### src/rtl/sram_axi_bridge_pkg.sv
// rtl/sram_axi_bridge_pkg.sv - shared FSM encodings, ID tags and AXI constants for the sram-to-AXI bridge
package sram_axi_bridge_pkg;

  typedef enum logic [1:0] {
    R_IDLE = 2'd0,
    R_AR   = 2'd1,
    R_R    = 2'd2
  } r_state_t;

  typedef enum logic [1:0] {
    W_IDLE = 2'd0,
    W_AW   = 2'd1,
    W_B    = 2'd2
  } w_state_t;

  typedef enum logic {
    SRC_INST = 1'b0,
    SRC_DATA = 1'b1
  } rd_src_t;

  localparam logic [3:0] DEF_INST_RID = 4'd0;
  localparam logic [3:0] DEF_DATA_RID = 4'd1;
  localparam logic [3:0] DEF_WR_ID    = 4'd1;

  localparam logic [3:0] AXI_LEN_SINGLE = 4'd0;
  localparam logic [1:0] AXI_BURST_INCR = 2'b01;
  localparam logic [1:0] AXI_LOCK_NONE  = 2'b00;
  localparam logic [3:0] AXI_CACHE_NONE = 4'b0000;
  localparam logic [2:0] AXI_PROT_NONE  = 3'b000;

  function automatic logic [2:0] to_axi_size(input logic [1:0] sram_size);
    return {1'b0, sram_size};
  endfunction

endpackage

### src/rtl/sram_axi_bridge.sv
// rtl/sram_axi_bridge.sv - bridges the core's inst and data sram-like ports onto one AXI3 master
// One outstanding read (data > inst priority) and one outstanding write; data port stays in issue order.
module sram_axi_bridge
  import sram_axi_bridge_pkg::*;
#(
  parameter logic [3:0] INST_RID = DEF_INST_RID,
  parameter logic [3:0] DATA_RID = DEF_DATA_RID,
  parameter logic [3:0] WR_ID    = DEF_WR_ID
) (
  input  logic        clk,
  input  logic        resetn,

  input  logic        inst_sram_req,
  input  logic [1:0]  inst_sram_size,
  input  logic [31:0] inst_sram_addr,
  output logic        inst_sram_addr_ok,
  output logic        inst_sram_data_ok,
  output logic [31:0] inst_sram_rdata,

  input  logic        data_sram_req,
  input  logic        data_sram_wr,
  input  logic [1:0]  data_sram_size,
  input  logic [31:0] data_sram_addr,
  input  logic [3:0]  data_sram_wstrb,
  input  logic [31:0] data_sram_wdata,
  output logic        data_sram_addr_ok,
  output logic        data_sram_data_ok,
  output logic [31:0] data_sram_rdata,

  output logic [3:0]  arid,
  output logic [31:0] araddr,
  output logic [3:0]  arlen,
  output logic [2:0]  arsize,
  output logic [1:0]  arburst,
  output logic [1:0]  arlock,
  output logic [3:0]  arcache,
  output logic [2:0]  arprot,
  output logic        arvalid,
  input  logic        arready,

  input  logic [3:0]  rid,
  input  logic [31:0] rdata,
  input  logic [1:0]  rresp,
  input  logic        rlast,
  input  logic        rvalid,
  output logic        rready,

  output logic [3:0]  awid,
  output logic [31:0] awaddr,
  output logic [3:0]  awlen,
  output logic [2:0]  awsize,
  output logic [1:0]  awburst,
  output logic [1:0]  awlock,
  output logic [3:0]  awcache,
  output logic [2:0]  awprot,
  output logic        awvalid,
  input  logic        awready,

  output logic [3:0]  wid,
  output logic [31:0] wdata,
  output logic [3:0]  wstrb,
  output logic        wlast,
  output logic        wvalid,
  input  logic        wready,

  input  logic [3:0]  bid,
  input  logic [1:0]  bresp,
  input  logic        bvalid,
  output logic        bready
);

  r_state_t    r_state;
  rd_src_t     r_src;
  logic [31:0] ar_addr_q;
  logic [1:0]  ar_size_q;
  logic        arvalid_q;
  logic        rready_q;

  w_state_t    w_state;
  logic [31:0] aw_addr_q;
  logic [1:0]  aw_size_q;
  logic [3:0]  wstrb_q;
  logic [31:0] wdata_q;
  logic        awvalid_q;
  logic        wvalid_q;
  logic        bready_q;

  logic r_idle;
  logic w_idle;
  logic data_rd_req;
  logic data_wr_req;
  logic data_rd_busy;
  logic data_rd_grant;
  logic inst_grant;
  logic wr_grant;
  logic r_fire;
  logic b_fire;
  logic aw_clear;
  logic w_clear;

  // IDs and status responses carry no information for a single-outstanding design.
  logic unused_resp;
  assign unused_resp = ^{rid, rresp, rlast, bid, bresp};

  assign r_idle       = (r_state == R_IDLE);
  assign w_idle       = (w_state == W_IDLE);
  assign data_rd_req  = data_sram_req & ~data_sram_wr;
  assign data_wr_req  = data_sram_req &  data_sram_wr;
  assign data_rd_busy = ~r_idle & (r_src == SRC_DATA);

  // Reads wait for any outstanding write so a read-after-write never overtakes it.
  assign data_rd_grant = r_idle & w_idle & data_rd_req;
  assign inst_grant    = r_idle & w_idle & inst_sram_req & ~data_rd_req;
  assign wr_grant      = w_idle & data_wr_req & ~data_rd_busy;

  assign r_fire = (r_state == R_R) & rvalid;
  assign b_fire = (w_state == W_B) & bvalid;

  assign inst_sram_addr_ok = resetn & inst_grant;
  assign data_sram_addr_ok = resetn & (data_rd_grant | wr_grant);
  assign inst_sram_data_ok = resetn & r_fire & (r_src == SRC_INST);
  assign data_sram_data_ok = resetn & ((r_fire & (r_src == SRC_DATA)) | b_fire);
  assign inst_sram_rdata   = rdata;
  assign data_sram_rdata   = rdata;

  always_ff @(posedge clk or negedge resetn) begin
    if (!resetn) begin
      r_state   <= R_IDLE;
      r_src     <= SRC_INST;
      ar_addr_q <= 32'd0;
      ar_size_q <= 2'd0;
      arvalid_q <= 1'b0;
      rready_q  <= 1'b0;
    end else begin
      case (r_state)
        R_IDLE: begin
          if (data_rd_grant) begin
            r_src     <= SRC_DATA;
            ar_addr_q <= data_sram_addr;
            ar_size_q <= data_sram_size;
            arvalid_q <= 1'b1;
            r_state   <= R_AR;
          end else if (inst_grant) begin
            r_src     <= SRC_INST;
            ar_addr_q <= inst_sram_addr;
            ar_size_q <= inst_sram_size;
            arvalid_q <= 1'b1;
            r_state   <= R_AR;
          end
        end
        R_AR: begin
          if (arready) begin
            arvalid_q <= 1'b0;
            rready_q  <= 1'b1;
            r_state   <= R_R;
          end
        end
        R_R: begin
          if (rvalid) begin
            rready_q <= 1'b0;
            r_state  <= R_IDLE;
          end
        end
        default: begin
          arvalid_q <= 1'b0;
          rready_q  <= 1'b0;
          r_state   <= R_IDLE;
        end
      endcase
    end
  end

  // A channel is finished once its valid has been accepted or dropped.
  assign aw_clear = ~awvalid_q | awready;
  assign w_clear  = ~wvalid_q  | wready;

  always_ff @(posedge clk or negedge resetn) begin
    if (!resetn) begin
      w_state   <= W_IDLE;
      aw_addr_q <= 32'd0;
      aw_size_q <= 2'd0;
      wstrb_q   <= 4'd0;
      wdata_q   <= 32'd0;
      awvalid_q <= 1'b0;
      wvalid_q  <= 1'b0;
      bready_q  <= 1'b0;
    end else begin
      case (w_state)
        W_IDLE: begin
          if (wr_grant) begin
            aw_addr_q <= data_sram_addr;
            aw_size_q <= data_sram_size;
            wstrb_q   <= data_sram_wstrb;
            wdata_q   <= data_sram_wdata;
            awvalid_q <= 1'b1;
            wvalid_q  <= 1'b1;
            w_state   <= W_AW;
          end
        end
        W_AW: begin
          if (awvalid_q && awready) awvalid_q <= 1'b0;
          if (wvalid_q && wready)   wvalid_q  <= 1'b0;
          if (aw_clear && w_clear) begin
            bready_q <= 1'b1;
            w_state  <= W_B;
          end
        end
        W_B: begin
          if (bvalid) begin
            bready_q <= 1'b0;
            w_state  <= W_IDLE;
          end
        end
        default: begin
          awvalid_q <= 1'b0;
          wvalid_q  <= 1'b0;
          bready_q  <= 1'b0;
          w_state   <= W_IDLE;
        end
      endcase
    end
  end

  assign arid    = (r_src == SRC_DATA) ? DATA_RID : INST_RID;
  assign araddr  = ar_addr_q;
  assign arsize  = to_axi_size(ar_size_q);
  assign arvalid = arvalid_q;
  assign rready  = rready_q;
  assign arlen   = AXI_LEN_SINGLE;
  assign arburst = AXI_BURST_INCR;
  assign arlock  = AXI_LOCK_NONE;
  assign arcache = AXI_CACHE_NONE;
  assign arprot  = AXI_PROT_NONE;

  assign awid    = WR_ID;
  assign awaddr  = aw_addr_q;
  assign awsize  = to_axi_size(aw_size_q);
  assign awvalid = awvalid_q;
  assign awlen   = AXI_LEN_SINGLE;
  assign awburst = AXI_BURST_INCR;
  assign awlock  = AXI_LOCK_NONE;
  assign awcache = AXI_CACHE_NONE;
  assign awprot  = AXI_PROT_NONE;

  assign wid     = WR_ID;
  assign wdata   = wdata_q;
  assign wstrb   = wstrb_q;
  assign wlast   = 1'b1;
  assign wvalid  = wvalid_q;
  assign bready  = bready_q;

endmodule
### config.mk
export PLATFORM = sky130hd
export DESIGN_NAME = sram_axi_bridge
export DESIGN_NICKNAME = d
export VERILOG_FILES = /design/src/rtl/sram_axi_bridge_pkg.sv /design/src/rtl/sram_axi_bridge.sv
export SDC_FILE = /design/constraint.sdc
export NUM_CORES = 1
export LEC_CHECK = 0
export ABC_AREA = 0
export BUFFER_PORTS_ARGS = -buffer_cell sky130_fd_sc_hd__buf_4
export CAP_MARGIN = 20
export CORE_AREA = 3 3 145 147
export DETAILED_ROUTE_END_ITERATION = 8
export DIE_AREA = 0 0 148 150
export HOLD_SLACK_MARGIN = 0.06
export PLACE_DENSITY = 0.69
export SLEW_MARGIN = 40
export SYNTH_ARGS = -nofsm -noshare
export SYNTH_HDL_FRONTEND = slang
export SYNTH_SLANG_ARGS = --single-unit
### constraint.sdc
create_clock -name clk -period 1.75 [get_ports clk]
set_input_delay 0.175 -clock clk [delete_from_list [all_inputs] [get_ports clk]]
set_output_delay 0.175 -clock clk [all_outputs]
set_load 0.05 [all_outputs]
## After elaboration in Yosys (flattened, before gate mapping)

Cells that the tools add are included.

- Register bits: 114
- Input bits: 159
- Logic and storage cells: 103
- Output and inout bits: 222

- Equal/unequal tests: 12
- Reduce and logical (&&, ||, !) cells: 15
- Bitwise operators: 31
- Multiplexer cells: 31

Operator list:

| cell | count |
|---|---|
| $mux W32 | 2 |
| $reduce_and A3 Y1 | 7 |
| $mux W2 | 9 |
| $and A1 B1 Y1 | 17 |
| $pmux W1 S3 | 5 |
| $mux W1 | 13 |
| $ne A2 B2 Y1 const B | 6 |
| $pmux W2 S3 | 2 |
| $not A1 Y1 | 10 |
| $eq A2 B1 Y1 const B | 2 |
| $eq A2 B2 Y1 const B | 2 |
| $logic_not A2 Y1 | 2 |
| $or A1 B1 Y1 | 4 |
| $reduce_and A2 Y1 | 2 |
| $logic_and A1 B1 Y1 | 3 |
| $ne A3 B1 Y1 const B | 1 |
| $ne A2 B1 Y1 const B | 1 |
| $reduce_bool A2 Y1 | 1 |

## Depth between registers and ports, before layout

Gate-level depths: netlist of run 1.

- Word-level depth: 7
- Mapped depth: 6

## Worst setup path after synthesis of run 1

Ideal clock, no wire load.

- Path type: register to output
- Start: reg r_state[1]
- End: out inst_sram_addr_ok
- Data arrival time: 2,248 ps
- Path buffers: 2
- Stages on the path, launching flop included: 5
- Setup slack: -673 ps
- Cell sequence: dfrtp_1 -> buf_6 -> or4_4 -> buf_6 -> nor3_1

- Cells in the longest elaborated chain, start to end: 5

RTL lines:

| item | line | source |
|---|---|---|
| from (decl) | sram_axi_bridge.sv:72 | `r_state_t r_state;` |
| from (signal assigned) | sram_axi_bridge.sv:128 | `r_state <= R_IDLE;` |
| from (signal assigned) | sram_axi_bridge.sv:142 | `r_state <= R_AR;` |
| from (signal assigned) | sram_axi_bridge.sv:148 | `r_state <= R_AR;` |
| $logic_not A2 Y1 | sram_axi_bridge.sv:105 | `assign r_idle = (r_state == R_IDLE);` |
| $and A1 B1 Y1 (3 in a row) | sram_axi_bridge.sv:113 | `assign inst_grant = r_idle & w_idle & inst_sram_req & ~data_rd_req;` |
| $and A1 B1 Y1 | sram_axi_bridge.sv:119 | `assign inst_sram_addr_ok = resetn & inst_grant;` |
| to (decl) | sram_axi_bridge.sv:16 | `output logic inst_sram_addr_ok,` |

Every way passes these cells.

## Worst setup path in the final report of run 1

- Start: reg r_state[0]
- End: out inst_sram_addr_ok

The elaborated chain is that of the path after synthesis.

==> impl_metrics.xml, run 1 <==
<?xml version="1.0" encoding="UTF-8"?>
<metrics>
  <group name="pwr">
    <metric name="power_frac_comb" unit="">0.554</metric>
    <metric name="p_clk_frac" unit="">0.189</metric>
    <metric name="total_power" unit="mW">18.7</metric>
    <metric name="switching_share" unit="">0.481</metric>
    <metric name="seqPwrFrac" unit="">0.256</metric>
    <metric name="power_density" unit="mW/mm²">2090</metric>
    <metric name="power.ir.vdd_worst" unit="mV">1.23</metric>
    <metric name="power_leakage" unit="nW">4.25</metric>
    <metric name="cellInternalPower" unit="mW">9.73</metric>
    <metric name="netSwitchingPower" unit="mW">9.00</metric>
  </group>
  <group name="hold_path">
    <metric name="timing.hold.worst.class" unit="">input port to flip-flop</metric>
  </group>
  <group name="final_layout">
    <metric name="finalCoreUtilization" unit="">0.447</metric>
    <metric name="final_design_area_no_fill" unit="mm²">0.00895</metric>
    <metric name="drive_gt1_frac" unit="">0.455</metric>
    <metric name="layout_commonest_cell" unit="">buf_4</metric>
    <metric name="flow.area_growth_from_synthesis" unit="%">49.7</metric>
    <metric name="most-common-layout-cells" unit="">243 x buf_4, 111 x dfrtp_1, 88 x dlygate4sd3_1, 52 x mux2_1, 44 x conb_1</metric>
    <metric name="filler_cell_count" unit="">1831</metric>
    <metric name="design.final.nets" unit="">900</metric>
    <metric name="num_antenna_cells" unit="">0</metric>
  </group>
  <group name="setup_path">
    <metric name="worst_path_largest_cell_delay" unit="ps">550</metric>
    <metric name="setup.worst_path.class" unit="">flip-flop to output pin</metric>
    <metric name="timing.critical_path.to_type" unit="">output pin</metric>
    <metric name="cp_cell_sequence" unit="">or4_4 -&gt; nor3_4 -&gt; buf_6</metric>
    <metric name="critical_path_required" unit="ps">1570</metric>
    <metric name="worst_path_max_delay_cell" unit="">or4_4</metric>
    <metric name="crit_path_max_fanout" unit="">5</metric>
    <metric name="critPathLaunchType" unit="">flip-flop</metric>
    <metric name="setup.reg_to_reg.worst_slack" unit="ps">40</metric>
    <metric name="cp.arrival" unit="ps">1710</metric>
  </group>
  <group name="global_route">
    <metric name="grt_antenna_before_repair" unit="">0</metric>
    <metric name="number_of_global_route_vias_before_repair" unit="">4643</metric>
    <metric name="grt_first_pass_wirelength" unit="µm">26600</metric>
    <metric name="grt_max_degree" unit="">59</metric>
    <metric name="grt_util_all_layers" unit="">0.156</metric>
    <metric name="grt_remaining_overflow" unit="">0</metric>
  </group>
  <group name="floorplan">
    <metric name="fp-row-count" unit="">52</metric>
    <metric name="die-area" unit="mm²">0.0222</metric>
    <metric name="die_span_y" unit="µm">150</metric>
    <metric name="core_area" unit="mm²">0.0200</metric>
    <metric name="floorplan.die.width" unit="µm">148</metric>
    <metric name="start_util" unit="">0.298</metric>
    <metric name="boundaryPins" unit="">381</metric>
  </group>
  <group name="timing">
    <metric name="post-route-worst-setup-slack" unit="ps">-136</metric>
    <metric name="max_freq" unit="MHz">530</metric>
    <metric name="maxSlewHeadroom" unit="">0.619</metric>
    <metric name="setup_viol" unit="">4</metric>
    <metric name="transition_at_the_pin_with_the_smallest_max_transition_slack" unit="ps">571</metric>
    <metric name="final_min_period_over_clock_period" unit="">1.08</metric>
    <metric name="fin_crit" unit="ps">1890</metric>
    <metric name="hold_viol_final" unit="">0</metric>
    <metric name="grt_setup_unrepaired" unit="">yes</metric>
    <metric name="fin_tns_setup" unit="ps">-404</metric>
    <metric name="timing_max_transition_violations_final" unit="">0</metric>
    <metric name="fin_skew" unit="ps">9.81</metric>
  </group>
  <group name="placed_design">
    <metric name="detailed_place_hpwl" unit="µm">12200</metric>
    <metric name="place_congestion" unit="">0.779</metric>
    <metric name="io_buffers" unit="">227</metric>
    <metric name="place_area" unit="mm²">0.00734</metric>
  </group>
  <group name="synth">
    <metric name="synth.top_cells.by_area" unit="">dfrtp_1 48%, buf_4 14%, mux2_1 11%</metric>
    <metric name="netlist.top_cell.by_area" unit="">dfrtp_1</metric>
    <metric name="synth_top_area_share" unit="">0.477</metric>
    <metric name="ys.warnings.count" unit="">0</metric>
    <metric name="netlist_instances" unit="">484</metric>
    <metric name="unique_cell_type_count_in_the_yosys_netlist" unit="">32</metric>
    <metric name="post_synth.cell_area_avg" unit="µm²">12.4</metric>
    <metric name="post_synthesis_sequential_element_count" unit="">114</metric>
    <metric name="synth_sequential_area_ratio" unit="">0.477</metric>
    <metric name="netlist_area" unit="mm²">0.00598</metric>
  </group>
  <group name="clock_tree">
    <metric name="cts_max_path_buffers" unit="">2</metric>
    <metric name="worst_skew_pair.late_latency" unit="ps">410</metric>
    <metric name="cts.clk_slew.worst_paths" unit="ps">60</metric>
    <metric name="cts_inserted_buffers" unit="">17</metric>
    <metric name="cts.sink_count" unit="">114</metric>
    <metric name="clock-root-buffer" unit="">clkbuf_16</metric>
    <metric name="cts_htree_levels" unit="">4</metric>
    <metric name="cts_tree" unit="">done</metric>
  </group>
  <group name="drt">
    <metric name="detailroute.via_count" unit="">4536</metric>
    <metric name="drc" unit="">0</metric>
    <metric name="postRouteAntennaNets" unit="">0</metric>
    <metric name="first_pass_iters" unit="">4</metric>
    <metric name="drt_wl_total" unit="µm">18100</metric>
    <metric name="detail_route.wl_per_cell" unit="µm">17.6</metric>
    <metric name="detailedRoute.firstIterationViolations" unit="">141</metric>
    <metric name="via_per_inst" unit="">4.43</metric>
  </group>
  <group name="status">
    <metric name="failed_checks" unit="">setup timing</metric>
    <metric name="outcome" unit="">finished with violations</metric>
  </group>
  <group name="job">
    <metric name="drv_cap" unit="">0</metric>
  </group>
</metrics>
## logic make-up (layout without fill, tap and decap cells)
kind of cell / after synthesis / after routing / synth area share
buffers and inverters: 148 / 376 / 0.178
flip-flops: 114 / 114 / 0.477
AND/OR/NAND/NOR: 63 / 63 / 0.0760
other: 2 / 44 / 0.00126
multiplexers: 70 / 70 / 0.132
AO/OA/AOI/OAI: 87 / 87 / 0.136
## power groups by stage
stage / registers [mW] / clock network, mW / logic [mW]
2_1_floorplan: 9.11 / 0 / 3.13
3_3_place_gp: 4.76 / 0 / 9.95
3_5_place_dp: 4.79 / 0 / 10.0
4_1_cts: 4.79 / 3.66 / 10.3
5_1_grt: 4.95 / 3.78 / 10.8
6_report: 4.80 / 3.55 / 10.4
## metal layers
metal  track usage  vias to the layer above  share of wire
met5             0                        -              0
met4        0.0582                        0          0.023
met3        0.0560                       29          0.078
met2         0.272                      191           0.52
met1         0.176                     2236           0.38
li1              -                     2080              -
## cell usage after synthesis (all sizes together)
cell,instances
nand2,13
a21oi,2
nand4b,1
nor2b,2
o21ai,12
o221ai,1
a21bo,1
or4,1
a31oi,34
dfrtp,114
and3b,34
conb,2
nor2,3
nor4,1
nand3b,2
o2bb2ai,34
o22ai,1
mux2,70
a21boi,2
nand4,1
buf,129
nor3,2
inv,4
nand2b,2
nor3b,1
clkbuf,15
## flip-flops by register name (all words and copies together), names as in the netlist
signal and flops:
awaddr 32, araddr 32, wstrb 4, arvalid 1, rready 1, bready 1
ar_size_q 2, r_state 2, w_state 2, wdata 32, wvalid 1, aw_size_q 2
r_src 1, awvalid 1
## worst max-delay path: cells and delay by family (launching register included)
| family | cells | cell delay, ps |
|---|---|---|
| buffers and inverters | 1 | 190 |
| and+or+nand+nor | 2 | 690 |
| DFF | 1 | 440 |
## layout make-up
type	instances	area (µm²)	area share
clock buffers	20	447	0.0499
well taps	270	338	0.0377
inverters	4	15.0	0.00168
clock inverters	12	156	0.0175
repair buffers	340	2850	0.318
flip-flops and latches	114	2860	0.319
multi-input cells	264	2290	0.256
## stage by stage
step | hold WS, ps | instances | setup WS [ps]
CTS | 61.5 | 1020 | -192
global placement | 66.5 | 897 | 179
finish | 79.6 | 1024 | -136
global route | 65.1 | 1024 | -223
floorplan | -121 | 526 | -253
detailed placement | 66.7 | 897 | 133
## final timing paths
| check | depth (start not counted) | endpoint | from |
|---|---|---|---|
| worst max-delay path | 3 | inst_sram_addr_ok | r_state[0] |
| worst min-delay path | 3 | araddr[12] | inst_sram_addr[12] |
| worst max register to register | 6 | awaddr[30] | r_state[0] |
| worst min register to register | 1 | awaddr[13] | awaddr[13] |
| max in group asynchronous | 3 | aw_size_q[1] | resetn |
| min in group asynchronous | 2 | awaddr[17] | resetn |
## what timing repair did
action	CTS	global route
pin swaps	5	4
setup buffers	3	4
setup endpoints to repair	3	6
resized for setup	8	11
hold endpoints to repair	158	0
hold buffers	88	0
(Power assumes the default switching activity.)
==> inputs of run 2 (changes only) <==
Settings changed: BUFFER_PORTS_ARGS -buffer_cell sky130_fd_sc_hd__buf_4 to -buffer_cell sky130_fd_sc_hd__buf_2.
==> run 2 against run 1 <==
  * The flow still finishes with violations (setup timing)
  * Combinational power decreased by 5%
  * Register-to-register slack lost 30 ps
  * Power is 4.0% lower
  * First-iteration DRC count is 31% higher
  * Critical endpoint is now data_sram_addr_ok
  * Largest power group unchanged
  * Highest routed layer is now met5
==> impl_metrics.xml, run 2 (same netlist as run 1, synthesis figures left out) <==
<?xml version="1.0" encoding="UTF-8"?>
<metrics>
  <group name="clock_tree">
    <metric name="cts.sink_count" unit="">114</metric>
    <metric name="clock-root-buffer" unit="">clkbuf_16</metric>
    <metric name="cts_htree_levels" unit="">4</metric>
    <metric name="cts_tree" unit="">done</metric>
    <metric name="cts_max_path_buffers" unit="">2</metric>
    <metric name="worst_skew_pair.late_latency" unit="ps">410</metric>
    <metric name="cts.clk_slew.worst_paths" unit="ps">60</metric>
    <metric name="cts_inserted_buffers" unit="">17</metric>
  </group>
  <group name="drt">
    <metric name="postRouteAntennaNets" unit="">0</metric>
    <metric name="detailroute.via_count" unit="">4599</metric>
    <metric name="detailedRoute.firstIterationViolations" unit="">185</metric>
    <metric name="detailroute.wirelength.met2" unit="µm">9220</metric>
    <metric name="drt-met1-wl" unit="µm">7060</metric>
    <metric name="wl_met3" unit="µm">1330</metric>
    <metric name="drt_wl_total" unit="µm">18100</metric>
    <metric name="via_per_inst" unit="">4.45</metric>
    <metric name="drc" unit="">0</metric>
    <metric name="highest-signal-layer" unit="">met5</metric>
    <metric name="detail_route.wl_per_cell" unit="µm">17.5</metric>
    <metric name="first_pass_iters" unit="">6</metric>
  </group>
  <group name="timing">
    <metric name="post-route-worst-setup-slack" unit="ps">-155</metric>
    <metric name="maxSlewHeadroom" unit="">0.660</metric>
    <metric name="fin_skew" unit="ps">6.83</metric>
    <metric name="fin_tns_setup" unit="ps">-398</metric>
    <metric name="final_min_period_over_clock_period" unit="">1.09</metric>
    <metric name="transition_at_the_pin_with_the_smallest_max_transition_slack" unit="ps">508</metric>
    <metric name="hold_viol_final" unit="">0</metric>
    <metric name="timing_max_transition_violations_final" unit="">0</metric>
    <metric name="grt_setup_unrepaired" unit="">yes</metric>
    <metric name="fin_crit" unit="ps">1910</metric>
    <metric name="setup_viol" unit="">4</metric>
    <metric name="max_freq" unit="MHz">525</metric>
  </group>
  <group name="floorplan">
    <metric name="floorplan.die.width" unit="µm">148</metric>
    <metric name="core_area" unit="mm²">0.0200</metric>
    <metric name="fp-row-count" unit="">52</metric>
    <metric name="die_span_y" unit="µm">150</metric>
    <metric name="start_util" unit="">0.298</metric>
    <metric name="boundaryPins" unit="">381</metric>
    <metric name="die-area" unit="mm²">0.0222</metric>
  </group>
  <group name="placed_design">
    <metric name="detailed_place_hpwl" unit="µm">12200</metric>
    <metric name="io_buffers" unit="">227</metric>
    <metric name="place_congestion" unit="">0.750</metric>
    <metric name="dp_worst_setup_slack" unit="ps">106</metric>
  </group>
  <group name="final_layout">
    <metric name="layout_commonest_cell" unit="">buf_2</metric>
    <metric name="flow.area_growth_from_synthesis" unit="%">43.2</metric>
    <metric name="num_antenna_cells" unit="">0</metric>
    <metric name="drive_gt1_frac" unit="">0.471</metric>
    <metric name="design.final.nets" unit="">910</metric>
    <metric name="most-common-layout-cells" unit="">222 x buf_2, 113 x dfrtp_1, 85 x dlygate4sd3_1, 47 x mux2_1, 44 x conb_1</metric>
  </group>
  <group name="pwr">
    <metric name="power_density" unit="mW/mm²">2100</metric>
    <metric name="power.ir.vdd_worst" unit="mV">1.48</metric>
    <metric name="p_clk_frac" unit="">0.190</metric>
    <metric name="seqPwrFrac" unit="">0.263</metric>
    <metric name="power_frac_comb" unit="">0.547</metric>
    <metric name="switching_share" unit="">0.506</metric>
    <metric name="netSwitchingPower" unit="mW">9.09</metric>
    <metric name="cellInternalPower" unit="mW">8.89</metric>
    <metric name="power_leakage" unit="nW">4.18</metric>
  </group>
  <group name="global_route">
    <metric name="grt_antenna_before_repair" unit="">2</metric>
    <metric name="grt_util_all_layers" unit="">0.154</metric>
    <metric name="grt_remaining_overflow" unit="">0</metric>
    <metric name="grt_max_degree" unit="">58</metric>
    <metric name="number_of_global_route_vias_before_repair" unit="">4712</metric>
    <metric name="grt_first_pass_wirelength" unit="µm">26400</metric>
  </group>
  <group name="setup_path">
    <metric name="critPathLaunchType" unit="">flip-flop</metric>
    <metric name="reg2reg_to" unit="">wdata[0]</metric>
    <metric name="worst_path_max_delay_cell" unit="">dfrtp_2</metric>
    <metric name="cp_cell_sequence" unit="">nor4_2 -&gt; nand2_1 -&gt; a21boi_4 -&gt; buf_6</metric>
    <metric name="worst_path_largest_cell_delay" unit="ps">450</metric>
    <metric name="setup.worst_path.class" unit="">flip-flop to output pin</metric>
    <metric name="ff2ff_path_depth" unit="">6</metric>
    <metric name="worst_setup_path_startpoint" unit="">r_state[0]</metric>
    <metric name="setup.reg_to_reg.worst_slack" unit="ps">10</metric>
    <metric name="r2r-start" unit="">r_state[0]</metric>
    <metric name="critical_path.n_buffers_inverters" unit="">1</metric>
    <metric name="crit_path_max_fanout" unit="">5</metric>
    <metric name="timing.critical_path.to_type" unit="">output pin</metric>
    <metric name="cp.arrival" unit="ps">1730</metric>
    <metric name="cp_top_family" unit="">simple AND/OR/NAND/NOR gates</metric>
    <metric name="critical_path_required" unit="ps">1570</metric>
  </group>
  <group name="hold_path">
    <metric name="timing.hold.worst.class" unit="">input port to flip-flop</metric>
    <metric name="whs_path_depth" unit="">3</metric>
    <metric name="hold_path_end" unit="">araddr[1]</metric>
    <metric name="holdCritStartpoint" unit="">inst_sram_addr[1]</metric>
  </group>
  <group name="status">
    <metric name="outcome" unit="">finished with violations</metric>
    <metric name="failed_checks" unit="">setup timing</metric>
  </group>
  <group name="job">
    <metric name="drv_cap" unit="">0</metric>
  </group>
</metrics>
==> run 2: cell count changes in the layout (fill, tap and decap cells not counted), sizes merged <==
cell / delta
clkbuf: +1
bufinv: -2
clkinvlp: +1
clkinv: -4
dlygate4sd3: -3
buf: +10
inv: +7
==> run 2: metal layers <==
layer / vias to the layer above / GRT usage
li1: 2112 / -
met1: 2251 / 0.177
met2: 196 / 0.264
met3: 36 / 0.0527
met4: 4 / 0.0633
met5: - / 0
==> run 2: worst register-to-register path: stages (launching register included) <==
cell and delay, ps:
dfrtp_2 450, o21ai_2 130, nand4_1 190, buf_12 200, buf_16 150, clkbuf_16 190, mux2_1 320
==> run 2: cell type report <==
cell class	count	area, µm²
fill	1850	11500
sequential	114	2850
timing repair buffer	350	2470
multi-input combinational	264	2290
clock buffer	18	439
tap	270	338
clock inverter	14	143
inverter	4	15.0
==> run 2: how the worst max path moves through the flow <==
| stage | cells past startpoint | endpoint |
|---|---|---|
| 6_report | 4 | data_sram_addr_ok |
| 3_3_place_gp | 4 | r_src |
| 3_5_place_dp | 4 | r_src |
| 4_1_cts | 3 | inst_sram_addr_ok |
| 5_1_grt | 4 | data_sram_addr_ok |
| 2_1_floorplan | 4 | inst_sram_addr_ok |
==> run 2: what timing repair did <==
item                                    in CTS  in global routing
pin swaps                                    5                  3
hold endpoints to repair                   198                  0
gates resized for setup                     12                 16
hold buffers                                85                  0
setup buffers                                3                 10
cloned                                       0                  3
endpoints found under the setup margin       4                 31
==> run 2: metrics by stage <==
stage | hold WS (ps) | cells | area (µm²) | power (mW) | utilization
after global placement | 51.4 | 902 | 6850 | 13.9 | 0.342
after global routing | 70.7 | 1034 | 8560 | 18.8 | 0.427
after CTS | 60.2 | 1022 | 8350 | 17.8 | 0.417
after floorplan | -121 | 526 | 6150 | 12.2 | -
final | 80.0 | 1034 | 8560 | 18.0 | 0.427
after detailed placement | 50.1 | 902 | 6850 | 14.0 | 0.342
==> run 2: power groups by stage <==
stage	clock network, mW	registers, mW	logic, mW
2_1_floorplan	0	9.11	3.13
3_3_place_gp	0	4.67	9.24
3_5_place_dp	0	4.73	9.31
4_1_cts	3.53	4.71	9.56
5_1_grt	3.68	4.90	10.3
6_report	3.42	4.73	9.83
==> inputs of run 3 (changes only) <==
Settings changed: SLEW_MARGIN 40 to 30.
Clock period 1.75 ns to 1.9 ns, I/O delays scaled along.
==> run 3 against run 2 <==
  * The run still ends with setup timing left
  * Critical path depth down 1
  * Non-clock buffer count down 25
  * Clock skew about the same
  * Flip-flop and latch count unchanged
  * Sequential share of layout area up 1.7 points
  * Worst hold slack better by 6.6 ps
  * Utilization down 2.0 points
  * Wire length down 2.5%
  * Register-to-register slack better by 80 ps
  * Highest routed layer is now met4
  * Largest power group unchanged
  * Setup slack better by 110 ps
==> impl_metrics.xml, run 3 (same netlist as run 1, synthesis figures left out) <==
<?xml version="1.0" encoding="UTF-8"?>
<metrics>
  <group name="timing">
    <metric name="setup_viol" unit="">1</metric>
    <metric name="max_freq" unit="MHz">513</metric>
    <metric name="maxSlewHeadroom" unit="">0.460</metric>
    <metric name="transition_at_the_pin_with_the_smallest_max_transition_slack" unit="ps">810</metric>
    <metric name="hold_viol_final" unit="">0</metric>
    <metric name="grt_setup_unrepaired" unit="">yes</metric>
    <metric name="post-route-worst-setup-slack" unit="ps">-49.9</metric>
    <metric name="final_min_period_over_clock_period" unit="">1.03</metric>
    <metric name="fin_skew" unit="ps">6.50</metric>
    <metric name="fin_hold_ws" unit="ps">86.6</metric>
    <metric name="fin_crit" unit="ps">1950</metric>
    <metric name="timing_max_transition_violations_final" unit="">0</metric>
  </group>
  <group name="hold_path">
    <metric name="whs_path_depth" unit="">3</metric>
    <metric name="holdCritStartpoint" unit="">inst_sram_addr[26]</metric>
    <metric name="hold_path_end" unit="">araddr[26]</metric>
    <metric name="timing.hold.worst.class" unit="">input port to flip-flop</metric>
  </group>
  <group name="floorplan">
    <metric name="start_util" unit="">0.298</metric>
    <metric name="fp-row-count" unit="">52</metric>
    <metric name="die_span_y" unit="µm">150</metric>
    <metric name="die-area" unit="mm²">0.0222</metric>
    <metric name="boundaryPins" unit="">381</metric>
    <metric name="core_area" unit="mm²">0.0200</metric>
    <metric name="floorplan.die.width" unit="µm">148</metric>
  </group>
  <group name="setup_path">
    <metric name="timing.critical_path.to_type" unit="">output pin</metric>
    <metric name="cp_cell_sequence" unit="">or4_4 -&gt; nor3_4 -&gt; buf_6</metric>
    <metric name="r2r-start" unit="">r_state[1]</metric>
    <metric name="ff2ff_path_depth" unit="">6</metric>
    <metric name="crit_path_max_fanout" unit="">5</metric>
    <metric name="setup.worst_path.class" unit="">flip-flop to output pin</metric>
    <metric name="cp_top_family" unit="">simple AND/OR/NAND/NOR gates</metric>
    <metric name="reg2reg_to" unit="">wdata[26]</metric>
    <metric name="critPathLaunchType" unit="">flip-flop</metric>
    <metric name="worst_path_largest_cell_delay" unit="ps">550</metric>
    <metric name="critical_path_required" unit="ps">1710</metric>
    <metric name="worst_path_max_delay_cell" unit="">or4_4</metric>
    <metric name="setup.reg_to_reg.worst_slack" unit="ps">90</metric>
    <metric name="cp.arrival" unit="ps">1760</metric>
    <metric name="critical_path.n_buffers_inverters" unit="">1</metric>
  </group>
  <group name="pwr">
    <metric name="netSwitchingPower" unit="mW">8.30</metric>
    <metric name="power_leakage" unit="nW">3.95</metric>
    <metric name="cellInternalPower" unit="mW">7.73</metric>
    <metric name="total_power" unit="mW">16.0</metric>
    <metric name="power.ir.vdd_worst" unit="mV">1.02</metric>
    <metric name="power_density" unit="mW/mm²">1970</metric>
    <metric name="switching_share" unit="">0.518</metric>
    <metric name="power_frac_comb" unit="">0.543</metric>
    <metric name="seqPwrFrac" unit="">0.271</metric>
    <metric name="p_clk_frac" unit="">0.186</metric>
  </group>
  <group name="clock_tree">
    <metric name="cts_htree_levels" unit="">4</metric>
    <metric name="cts_max_path_buffers" unit="">2</metric>
    <metric name="cts.sink_count" unit="">114</metric>
    <metric name="cts_tree" unit="">done</metric>
    <metric name="cts_inserted_buffers" unit="">17</metric>
    <metric name="clock-root-buffer" unit="">clkbuf_16</metric>
    <metric name="cts.clk_slew.worst_paths" unit="ps">60</metric>
    <metric name="worst_skew_pair.late_latency" unit="ps">400</metric>
  </group>
  <group name="global_route">
    <metric name="grt_remaining_overflow" unit="">0</metric>
    <metric name="grt_max_degree" unit="">63</metric>
    <metric name="grt_antenna_before_repair" unit="">0</metric>
    <metric name="grt_util_all_layers" unit="">0.154</metric>
    <metric name="number_of_global_route_vias_before_repair" unit="">4739</metric>
    <metric name="grt_first_pass_wirelength" unit="µm">26400</metric>
  </group>
  <group name="final_layout">
    <metric name="layout.cells.non_filler" unit="">1009</metric>
    <metric name="layout_commonest_cell" unit="">buf_2</metric>
    <metric name="most-common-layout-cells" unit="">222 x buf_2, 111 x dfrtp_1, 73 x dlygate4sd3_1, 56 x mux2_1, 44 x conb_1</metric>
    <metric name="filler_cell_count" unit="">1893</metric>
    <metric name="final_design_area_no_fill" unit="mm²">0.00815</metric>
    <metric name="num_antenna_cells" unit="">0</metric>
    <metric name="drive_gt1_frac" unit="">0.460</metric>
    <metric name="finalCoreUtilization" unit="">0.407</metric>
    <metric name="flow.area_growth_from_synthesis" unit="%">36.3</metric>
    <metric name="design.final.nets" unit="">885</metric>
  </group>
  <group name="placed_design">
    <metric name="io_buffers" unit="">227</metric>
    <metric name="detailed_place_hpwl" unit="µm">12100</metric>
    <metric name="place_area" unit="mm²">0.00679</metric>
    <metric name="place_congestion" unit="">0.754</metric>
    <metric name="dp_cells" unit="">899</metric>
  </group>
  <group name="drt">
    <metric name="drt_wl_total" unit="µm">17700</metric>
    <metric name="detailroute.via_count" unit="">4505</metric>
    <metric name="drc" unit="">0</metric>
    <metric name="wl_met3" unit="µm">1290</metric>
    <metric name="detail_route.wl_per_cell" unit="µm">17.5</metric>
    <metric name="postRouteAntennaNets" unit="">0</metric>
    <metric name="drt-met1-wl" unit="µm">6880</metric>
    <metric name="highest-signal-layer" unit="">met4</metric>
    <metric name="detailroute.wirelength.met2" unit="µm">9130</metric>
    <metric name="detailedRoute.firstIterationViolations" unit="">135</metric>
    <metric name="via_per_inst" unit="">4.46</metric>
    <metric name="first_pass_iters" unit="">4</metric>
  </group>
  <group name="status">
    <metric name="outcome" unit="">finished with violations</metric>
    <metric name="failed_checks" unit="">setup timing</metric>
  </group>
  <group name="job">
    <metric name="drv_cap" unit="">0</metric>
  </group>
</metrics>
## run 3: changes by cell type in the layout (fill, tap and decap cells not counted), moves of 3 or more
cell           before  now
dlygate4sd3_1      85   73
mux2_1             47   56
mux2_4              9    0
buf_6               6    2
buf_4              26   23
clkbuf_16          20   17
clkinv_4            1    4
## run 3: worst max path at each step
stage / from / endpoint / slack [ps] / cells past startpoint
global placement: r_state[1] / inst_sram_addr_ok / 210 / 3
detailed placement: r_state[1] / inst_sram_addr_ok / 210 / 3
CTS: r_state[0] / inst_sram_addr_ok / -60 / 3
finish: r_state[0] / inst_sram_addr_ok / -50 / 3
global route: w_state[0] / inst_sram_addr_ok / -100 / 3
floorplan: r_state[1] / inst_sram_addr_ok / -120 / 4
## run 3: final cells by class
cell class | instances | area (µm²) | share of cell area
inverter | 4 | 15.0 | 0.00184
multi-input combinational | 264 | 2260 | 0.278
clock buffer | 17 | 425 | 0.0522
clock inverter | 15 | 126 | 0.0155
sequential | 114 | 2860 | 0.351
timing repair buffer | 325 | 2120 | 0.261
tap | 270 | 338 | 0.0415
## run 3: repair_timing
item | in CTS | in global routing
buffers inserted | 4 | 1
hold buffers | 73 | 0
pin swaps | 3 | 1
setup endpoints to repair | 2 | 6
endpoints found under the hold margin | 80 | 0
gates resized for setup | 7 | 6
## run 3: metrics by stage
stage	worst slack (ps)	setup TNS, ps
6_report	-49.9	-49.9
5_1_grt	-104	-168
4_1_cts	-56.6	-61.9
3_5_place_dp	208	0
3_3_place_gp	214	0
2_1_floorplan	-118	-118
## run 3: worst min-delay path, stage by stage
cell and delay (ps):
buf_2 80, a31oi_1 80, o2bb2ai_2 110
## run 3: power by group through the flow
stage | sequential (mW) | clock [mW] | combinational (mW)
global placement | 4.31 | 0 | 8.47
global route | 4.52 | 3.20 | 9.11
detailed placement | 4.35 | 0 | 8.55
floorplan | 8.39 | 0 | 2.88
finish | 4.35 | 2.98 | 8.71
CTS | 4.33 | 3.10 | 8.75
## run 3: per-layer routing
layer  up-vias  global-route usage
li1       2059                   -
met1      2227               0.177
met2       189               0.269
met3        30              0.0521
met4         0              0.0527
met5         -                   0
